<file path="src/rtl/circuito_exp7_pkg.sv">
// Shared definitions for the memory game: FSM state codes, timing defaults,
// datapath control bundle and the active-low 7-segment decode table.
package circuito_exp7_pkg;

   localparam int SHOW_CYCLES_DEF    = 1000;
   localparam int TIMEOUT_CYCLES_DEF = 5000;

   localparam logic [3:0] MEM_INIT0  = 4'b0001;
   localparam logic [3:0] RODADA_MAX = 4'hF;

   typedef enum logic [3:0] {
      ST_INICIAL        = 4'h0,
      ST_PREPARACAO     = 4'h1,
      ST_MOSTRA         = 4'h2,
      ST_ESPERA_JOGADA  = 4'h3,
      ST_REGISTRA       = 4'h4,
      ST_COMPARA        = 4'h5,
      ST_PROXIMA_JOGADA = 4'h6,
      ST_ESPERA_ESCRITA = 4'h7,
      ST_ESCREVE        = 4'h8,
      ST_PROXIMA_RODADA = 4'h9,
      ST_FIM_GANHOU     = 4'hA,
      ST_FIM_PERDEU     = 4'hE,
      ST_FIM_TIMEOUT    = 4'hF
   } estado_t;

   typedef struct packed {
      logic zera;
      logic conta_endereco;
      logic proxima_rodada;
      logic escreve;
      logic conta_mostra;
      logic conta_timer;
      logic leds_botoes;
      logic leds_mem;
   } ctrl_t;

   // Segment order gfedcba, a lit segment drives 0.
   localparam logic [6:0] SEG_TABLE [16] = '{
      7'h40, 7'h79, 7'h24, 7'h30, 7'h19, 7'h12, 7'h02, 7'h78,
      7'h00, 7'h10, 7'h08, 7'h03, 7'h46, 7'h21, 7'h06, 7'h0E
   };

   function automatic logic [6:0] hex_to_seg(input logic [3:0] nibble);
      return SEG_TABLE[nibble];
   endfunction

endpackage

</file>
<file path="src/rtl/fluxo_dados.sv">
// Game datapath: play edge detector, sequence RAM, address/round counters,
// display and wait timers, comparator and led mux.
module fluxo_dados
   import circuito_exp7_pkg::*;
#(
   parameter int SHOW_CYCLES    = SHOW_CYCLES_DEF,
   parameter int TIMEOUT_CYCLES = TIMEOUT_CYCLES_DEF
) (
   input  logic       clock,
   input  logic       reset,
   input  logic [3:0] botoes,
   input  ctrl_t      ctrl,
   output logic       tem_jogada,
   output logic       igual,
   output logic       endereco_igual_rodada,
   output logic       rodada_max,
   output logic       fim_mostra,
   output logic       timeout,
   output logic [3:0] leds,
   output logic [3:0] endereco,
   output logic [3:0] rodada,
   output logic [3:0] dado_mem,
   output logic [3:0] jogadafeita
);

   localparam int SW = $clog2(SHOW_CYCLES + 1);
   localparam int TW = $clog2(TIMEOUT_CYCLES + 1);

   logic          btn_or_p0;
   logic          btn_or_p1;
   logic          borda_p0;
   logic [SW-1:0] cnt_mostra;
   logic [TW-1:0] timer;
   logic [3:0]    mem [16];

   assign btn_or_p0 = |botoes;
   assign borda_p0  = btn_or_p0 & ~btn_or_p1;

   // p0 -> p1: rising edge of any button; held buttons produce a single pulse
   always_ff @(posedge clock or negedge reset) begin
      if (!reset) begin
         btn_or_p1   <= 1'b0;
         tem_jogada  <= 1'b0;
         jogadafeita <= 4'b0000;
      end else begin
         btn_or_p1  <= btn_or_p0;
         tem_jogada <= borda_p0;
         if (ctrl.zera)
            jogadafeita <= 4'b0000;
         else if (borda_p0)
            jogadafeita <= botoes;
      end
   end

   always_ff @(posedge clock or negedge reset) begin
      if (!reset) begin
         endereco <= 4'd0;
         rodada   <= 4'd0;
      end else if (ctrl.zera) begin
         endereco <= 4'd0;
         rodada   <= 4'd0;
      end else if (ctrl.conta_endereco) begin
         endereco <= endereco + 4'd1;
      end else if (ctrl.proxima_rodada) begin
         endereco <= 4'd0;
         rodada   <= rodada + 4'd1;
      end
   end

   // Both timers restart whenever their owning state is left.
   always_ff @(posedge clock or negedge reset) begin
      if (!reset) begin
         cnt_mostra <= '0;
         timer      <= '0;
      end else begin
         cnt_mostra <= ctrl.conta_mostra ? cnt_mostra + SW'(1) : '0;
         timer      <= (ctrl.conta_timer && !ctrl.zera) ? timer + TW'(1) : '0;
      end
   end

   assign fim_mostra = ctrl.conta_mostra && (cnt_mostra == SW'(SHOW_CYCLES - 1));
   assign timeout    = ctrl.conta_timer && (timer == TW'(TIMEOUT_CYCLES - 1));

   // The sequence survives between games; only reset restores the seed.
   always_ff @(posedge clock or negedge reset) begin
      if (!reset) begin
         for (int i = 0; i < 16; i++)
            mem[i] <= (i == 0) ? MEM_INIT0 : 4'b0000;
      end else if (ctrl.escreve) begin
         mem[rodada + 4'd1] <= jogadafeita;
      end
   end

   assign dado_mem              = mem[endereco];
   assign igual                 = (dado_mem == jogadafeita);
   assign endereco_igual_rodada = (endereco == rodada);
   assign rodada_max            = (rodada == RODADA_MAX);

   always_comb begin
      leds = 4'b0000;
      if (ctrl.leds_botoes)
         leds = botoes;
      else if (ctrl.leds_mem)
         leds = mem[0];
   end

endmodule

</file>
<file path="src/rtl/hexa7seg.sv">
// Nibble to active-low 7-segment display decoder.
module hexa7seg
   import circuito_exp7_pkg::*;
(
   input  logic [3:0] hexa,
   output logic [6:0] display
);

   assign display = hex_to_seg(hexa);

endmodule

</file>
<file path="src/rtl/unidade_controle.sv">
// Game sequencer FSM with registered result flags; datapath strobes are a
// Moore decode of the state register.
module unidade_controle
   import circuito_exp7_pkg::*;
(
   input  logic    clock,
   input  logic    reset,
   input  logic    iniciar,
   input  logic    tem_jogada,
   input  logic    igual,
   input  logic    endereco_igual_rodada,
   input  logic    rodada_max,
   input  logic    fim_mostra,
   input  logic    timeout,
   output estado_t estado,
   output ctrl_t   ctrl,
   output logic    pronto,
   output logic    ganhou,
   output logic    perdeu,
   output logic    db_timeout
);

   always_ff @(posedge clock or negedge reset) begin
      if (!reset) begin
         estado     <= ST_INICIAL;
         pronto     <= 1'b0;
         ganhou     <= 1'b0;
         perdeu     <= 1'b0;
         db_timeout <= 1'b0;
      end else begin
         case (estado)
            ST_INICIAL:
               if (iniciar) estado <= ST_PREPARACAO;
            ST_PREPARACAO:
               estado <= ST_MOSTRA;
            ST_MOSTRA:
               if (fim_mostra) estado <= ST_ESPERA_JOGADA;
            ST_ESPERA_JOGADA, ST_ESPERA_ESCRITA: begin
               if (tem_jogada) begin
                  estado <= (estado == ST_ESPERA_JOGADA) ? ST_REGISTRA : ST_ESCREVE;
               end else if (timeout) begin
                  estado     <= ST_FIM_TIMEOUT;
                  pronto     <= 1'b1;
                  perdeu     <= 1'b1;
                  db_timeout <= 1'b1;
               end
            end
            ST_REGISTRA:
               estado <= ST_COMPARA;
            ST_COMPARA: begin
               if (!igual) begin
                  estado <= ST_FIM_PERDEU;
                  pronto <= 1'b1;
                  perdeu <= 1'b1;
               end else if (!endereco_igual_rodada) begin
                  estado <= ST_PROXIMA_JOGADA;
               end else if (rodada_max) begin
                  estado <= ST_FIM_GANHOU;
                  pronto <= 1'b1;
                  ganhou <= 1'b1;
               end else begin
                  estado <= ST_ESPERA_ESCRITA;
               end
            end
            ST_PROXIMA_JOGADA:
               estado <= ST_ESPERA_JOGADA;
            ST_ESCREVE:
               estado <= ST_PROXIMA_RODADA;
            ST_PROXIMA_RODADA:
               estado <= ST_ESPERA_JOGADA;
            ST_FIM_GANHOU, ST_FIM_PERDEU, ST_FIM_TIMEOUT: begin
               if (iniciar) begin
                  estado     <= ST_PREPARACAO;
                  pronto     <= 1'b0;
                  ganhou     <= 1'b0;
                  perdeu     <= 1'b0;
                  db_timeout <= 1'b0;
               end
            end
            default:
               estado <= ST_INICIAL;
         endcase
      end
   end

   always_comb begin
      ctrl                = '0;
      ctrl.zera           = (estado == ST_PREPARACAO);
      ctrl.conta_endereco = (estado == ST_PROXIMA_JOGADA);
      ctrl.proxima_rodada = (estado == ST_PROXIMA_RODADA);
      ctrl.escreve        = (estado == ST_ESCREVE);
      ctrl.conta_mostra   = (estado == ST_MOSTRA);
      ctrl.conta_timer    = (estado == ST_ESPERA_JOGADA) || (estado == ST_ESPERA_ESCRITA);
      ctrl.leds_botoes    = ctrl.conta_timer || (estado == ST_REGISTRA);
      ctrl.leds_mem       = (estado == ST_MOSTRA);
   end

endmodule

</file>
<file path="src/rtl/circuito_exp7.sv">
// Memory game top: controller, datapath and five debug hex displays.
module circuito_exp7
   import circuito_exp7_pkg::*;
#(
   parameter int SHOW_CYCLES    = SHOW_CYCLES_DEF,
   parameter int TIMEOUT_CYCLES = TIMEOUT_CYCLES_DEF
) (
   input  logic       clock,
   input  logic       reset,
   input  logic       iniciar,
   input  logic [3:0] botoes,
   output logic [3:0] leds,
   output logic       pronto,
   output logic       ganhou,
   output logic       perdeu,
   output logic       db_clock,
   output logic       db_tem_jogada,
   output logic       db_igual,
   output logic       db_enderecoIgualRodada,
   output logic       db_timeout,
   output logic [6:0] db_contagem,
   output logic [6:0] db_memoria,
   output logic [6:0] db_jogadafeita,
   output logic [6:0] db_rodada,
   output logic [6:0] db_estado
);

   estado_t    estado;
   ctrl_t      ctrl;
   logic       tem_jogada;
   logic       igual;
   logic       endereco_igual_rodada;
   logic       rodada_max;
   logic       fim_mostra;
   logic       timeout;
   logic [3:0] endereco;
   logic [3:0] rodada;
   logic [3:0] dado_mem;
   logic [3:0] jogadafeita;

   unidade_controle u_uc (
      .clock                 (clock),
      .reset                 (reset),
      .iniciar               (iniciar),
      .tem_jogada            (tem_jogada),
      .igual                 (igual),
      .endereco_igual_rodada (endereco_igual_rodada),
      .rodada_max            (rodada_max),
      .fim_mostra            (fim_mostra),
      .timeout               (timeout),
      .estado                (estado),
      .ctrl                  (ctrl),
      .pronto                (pronto),
      .ganhou                (ganhou),
      .perdeu                (perdeu),
      .db_timeout            (db_timeout)
   );

   fluxo_dados #(
      .SHOW_CYCLES    (SHOW_CYCLES),
      .TIMEOUT_CYCLES (TIMEOUT_CYCLES)
   ) u_fd (
      .clock                 (clock),
      .reset                 (reset),
      .botoes                (botoes),
      .ctrl                  (ctrl),
      .tem_jogada            (tem_jogada),
      .igual                 (igual),
      .endereco_igual_rodada (endereco_igual_rodada),
      .rodada_max            (rodada_max),
      .fim_mostra            (fim_mostra),
      .timeout               (timeout),
      .leds                  (leds),
      .endereco              (endereco),
      .rodada                (rodada),
      .dado_mem              (dado_mem),
      .jogadafeita           (jogadafeita)
   );

   assign db_clock               = clock;
   assign db_tem_jogada          = tem_jogada;
   assign db_igual               = igual;
   assign db_enderecoIgualRodada = endereco_igual_rodada;

   hexa7seg u_hex_contagem (.hexa(endereco),    .display(db_contagem));
   hexa7seg u_hex_memoria  (.hexa(dado_mem),    .display(db_memoria));
   hexa7seg u_hex_jogada   (.hexa(jogadafeita), .display(db_jogadafeita));
   hexa7seg u_hex_rodada   (.hexa(rodada),      .display(db_rodada));
   hexa7seg u_hex_estado   (.hexa(estado),      .display(db_estado));

endmodule

</file>
<file path="config.mk">
export PLATFORM = sky130hd
export DESIGN_NAME = circuito_exp7
export DESIGN_NICKNAME = d
export VERILOG_FILES = /design/src/rtl/circuito_exp7_pkg.sv /design/src/rtl/fluxo_dados.sv /design/src/rtl/hexa7seg.sv /design/src/rtl/unidade_controle.sv /design/src/rtl/circuito_exp7.sv
export SDC_FILE = /design/constraint.sdc
export NUM_CORES = 1
export LEC_CHECK = 0
export BUFFER_PORTS_ARGS = -buffer_cell sky130_fd_sc_hd__clkbuf_2
export CAP_MARGIN = 20
export CORE_UTILIZATION = 35
export DETAILED_ROUTE_END_ITERATION = 8
export PLACE_DENSITY = 0.63
export SYNTH_ARGS = -nofsm -noshare
export SYNTH_HDL_FRONTEND = slang
export SYNTH_SLANG_ARGS = --single-unit
export TNS_END_PERCENT = 50
</file>
<file path="constraint.sdc">
create_clock -name clock -period 3 [get_ports clock]
set_clock_uncertainty 0.05 [all_clocks]
set_input_delay 0.15 -clock clock [delete_from_list [all_inputs] [get_ports clock]]
set_output_delay 0.15 -clock clock [all_outputs]
set_load 0.005 [all_outputs]
</file>
==> out/qor.yml <==
cts_tree: "yes"
r2r_start: "u_fd.endereco[1]"
fmax_mhz: 328
netlist_area_um2: 6800
dieArea_um2: 20000
hold_path_class: "input port to flop"
status: "finished, violations left"
synthCells: 683
first_pass_iters: 6
cts_buffers: 9
fp.dieW_um: 141
endpoint_kind: "primary output"
worstSetupStartpoint: "u_fd.endereco[1]"
via_per_inst: 5.24
regToRegSetupSlack_ns: 0.30
violations: "negative setup slack"
layout_common_cells: "107 x dfrtp_1, 64 x nand2_1, 59 x nor2_1"
dpl_worst_slack_ns: 0.177
drv_slew: 0
final_layout_size_suffix_gt1_share_pct: 27.4
boundaryPins: 54
fp.coreArea_um2: 18900
clk_pin_slew_ns: 0.07
start_util_pct: 36.0
place.port_buffers: 53
ir_drop_v: 0.000292
synth_edf_count: 0
vias: 5342
grt_pass1_wl_um: 27200
mappedNetlistNets: 724
final_nets: 795
cts-htree-levels: 3
drc: 0
async_flop_share_pct: 100
tightest_slew_ns: 0.847
cp_data_required_time_ns: 2.80
grt_usage_pct: 17.3
seq_area_frac_synth_pct: 40.2
ys_warn_count: 0
antenna_found_initial: 0
final_common_cell: "dfrtp_1"
yosys_register_bits: 109
crit_path_start_kind: "flop"
worstHoldStart: "botoes[2]"
p_per_area_nw_per_um2: 728
rows: 50
synth.avg_cell_area_um2: 9.95
grt_max_degree: 53
num_antenna_cells: 0
grt_pass1_vias: 5037
fin_total_pwr_uw: 5860
post-route-period-util_pct: 102
drt_iter0_markers: 282
clockBufferDepth: 2
wirelength_um: 16600
fillers: 1827
rsz0062_at_grt: "yes"
grt_overflow: 0
p_leak_uw: 0.00359
place.gp.congestion: 0.856
hold_violations: 0
die_h_um: 141
crit_fanout: 8
min_period_ns: 3.05
max-slew-margin-rel_pct: 43.1
ant_nets: 0
arrival_ns: 2.85
insertion_delay_ns: 0.35
setup_violations: 1
cts_root_buf: "clkbuf_16"
wl_per_cell_um: 16.3
setup_slack_ns: -0.0491
synth_ff_type: "dfrtp_1"
cap_violations: 0
hpwl_um: 11800
syn2layout_area_growth_pct: 18.5
crit_type: "flop to primary output"
ys_types: 60
## cell usage after synthesis, types with 3 or more instances
library cell	count	share of area [%]
a21oi_1	19	1.4
a22o_1	9	1.2
a22oi_1	3	0.33
a31oi_1	4	0.37
a32o_1	3	0.44
and2_1	6	0.55
and3_1	7	0.64
buf_1	8	0.44
buf_2	4	0.29
buf_6	3	0.50
clkbuf_1	24	1.3
dfrtp_1	108	40
ha_1	34	6.3
inv_1	26	1.4
mux2_2	57	9.4
mux2i_1	24	3.5
mux4_1	4	1.5
mux4_2	11	3.6
nand2_1	64	3.5
nand2b_1	7	0.64
nand3_1	24	1.8
nand3b_1	3	0.33
nand4_1	6	0.55
nor2_1	60	3.3
nor2b_1	12	1.1
nor3_1	7	0.52
nor3b_1	4	0.44
nor4_1	3	0.28
o211ai_1	6	0.66
o21ai_0	53	3.9
o22ai_1	8	0.74
o31ai_1	5	0.55
or3_1	7	0.64
or3b_2	3	0.39
xnor2_1	13	1.7
xor2_1	12	1.5
## routing by layer
layer	up-vias	global-route usage [%]	share of wire (%)
li1	2572	-	-
met1	2638	24.2	48
met3	24	2.29	3.4
met5	-	0	0
met2	108	27.1	47
met4	0	6.52	1.9
## cell type report
class	count	area [um^2]	share of cell area (%)
clock buffer	10	230	2.86
clock inverter	7	96.3	1.20
inverter	28	105	1.31
multi-input combinational	506	3870	48.1
sequential	109	2730	33.9
tap	260	325	4.04
timing repair buffer	99	692	8.59
## worst paths after layout
kind	to	cells past startpoint
setup / recovery	db_memoria[3]	10
hold / removal	u_fd.jogadafeita[2]	4
setup reg to reg	u_uc.estado[2]	9
hold reg to reg	u_fd.mem[52]	2
max in group asynchronous	u_fd.mem[60]	3
min in group asynchronous	u_fd.mem[27]	2
## registers in the layout (all words and copies together), names as in the netlist
register and count:
u_fd.mem 64, u_fd.timer 13, u_fd.cnt_mostra 10, u_fd.endereco 4, u_fd.jogadafeita 4, u_fd.rodada 4, u_uc.estado 4, u_fd.btn_or_p1 1
u_fd.tem_jogada 1, u_uc.db_timeout 1, u_uc.ganhou 1, u_uc.perdeu 1, u_uc.pronto 1
## critical path, cell delays in order, from the launching register on
cell	delay, ns
dfrtp_2	0.41
buf_12	0.14
mux4_2	0.52
mux2i_2	0.24
nor2_2	0.09
a21oi_2	0.21
buf_4	0.18
ha_4	0.13
inv_2	0.03
mux4_2	0.43
clkbuf_2	0.12
## cells by family after synthesis
logic type,share of synthesized area (%)
compound gates,12.2
fa+ha+maj,6.26
xor+xnor,3.22
mux,18.2
flops,40.2
buf+inv,4.22
simple gates,15.8
## timing repair
action / 4_1_cts / 5_1_grt
pin swaps: 4 / 3
resized for setup: 11 / 19
setup buffers: 6 / 6
hold buffers: 3 / 0
gates cloned: 1 / 0
hold endpoints to repair: 51 / 0
setup endpoints to repair: 7 / 5
## metrics by stage
stage	instances	util (%)	hold WS, ns	TNS (ns)	area (um^2)
after floorplan	683	-	-0.196	0	6800
after global placement	987	39.5	0.184	0	7470
after detailed placement	987	39.5	0.183	0	7470
after CTS	1013	42.1	0.127	-0.0751	7960
after global routing	1019	42.6	0.176	-0.318	8050
final	1019	42.6	0.137	-0.0491	8050
## power by group
group          switching (uW)  total [uW]  internal (uW)
combinational            1530        2790           1260
clock                     573        1320            743
sequential                181        1760           1580
Power figures use the tool's default switching activity.
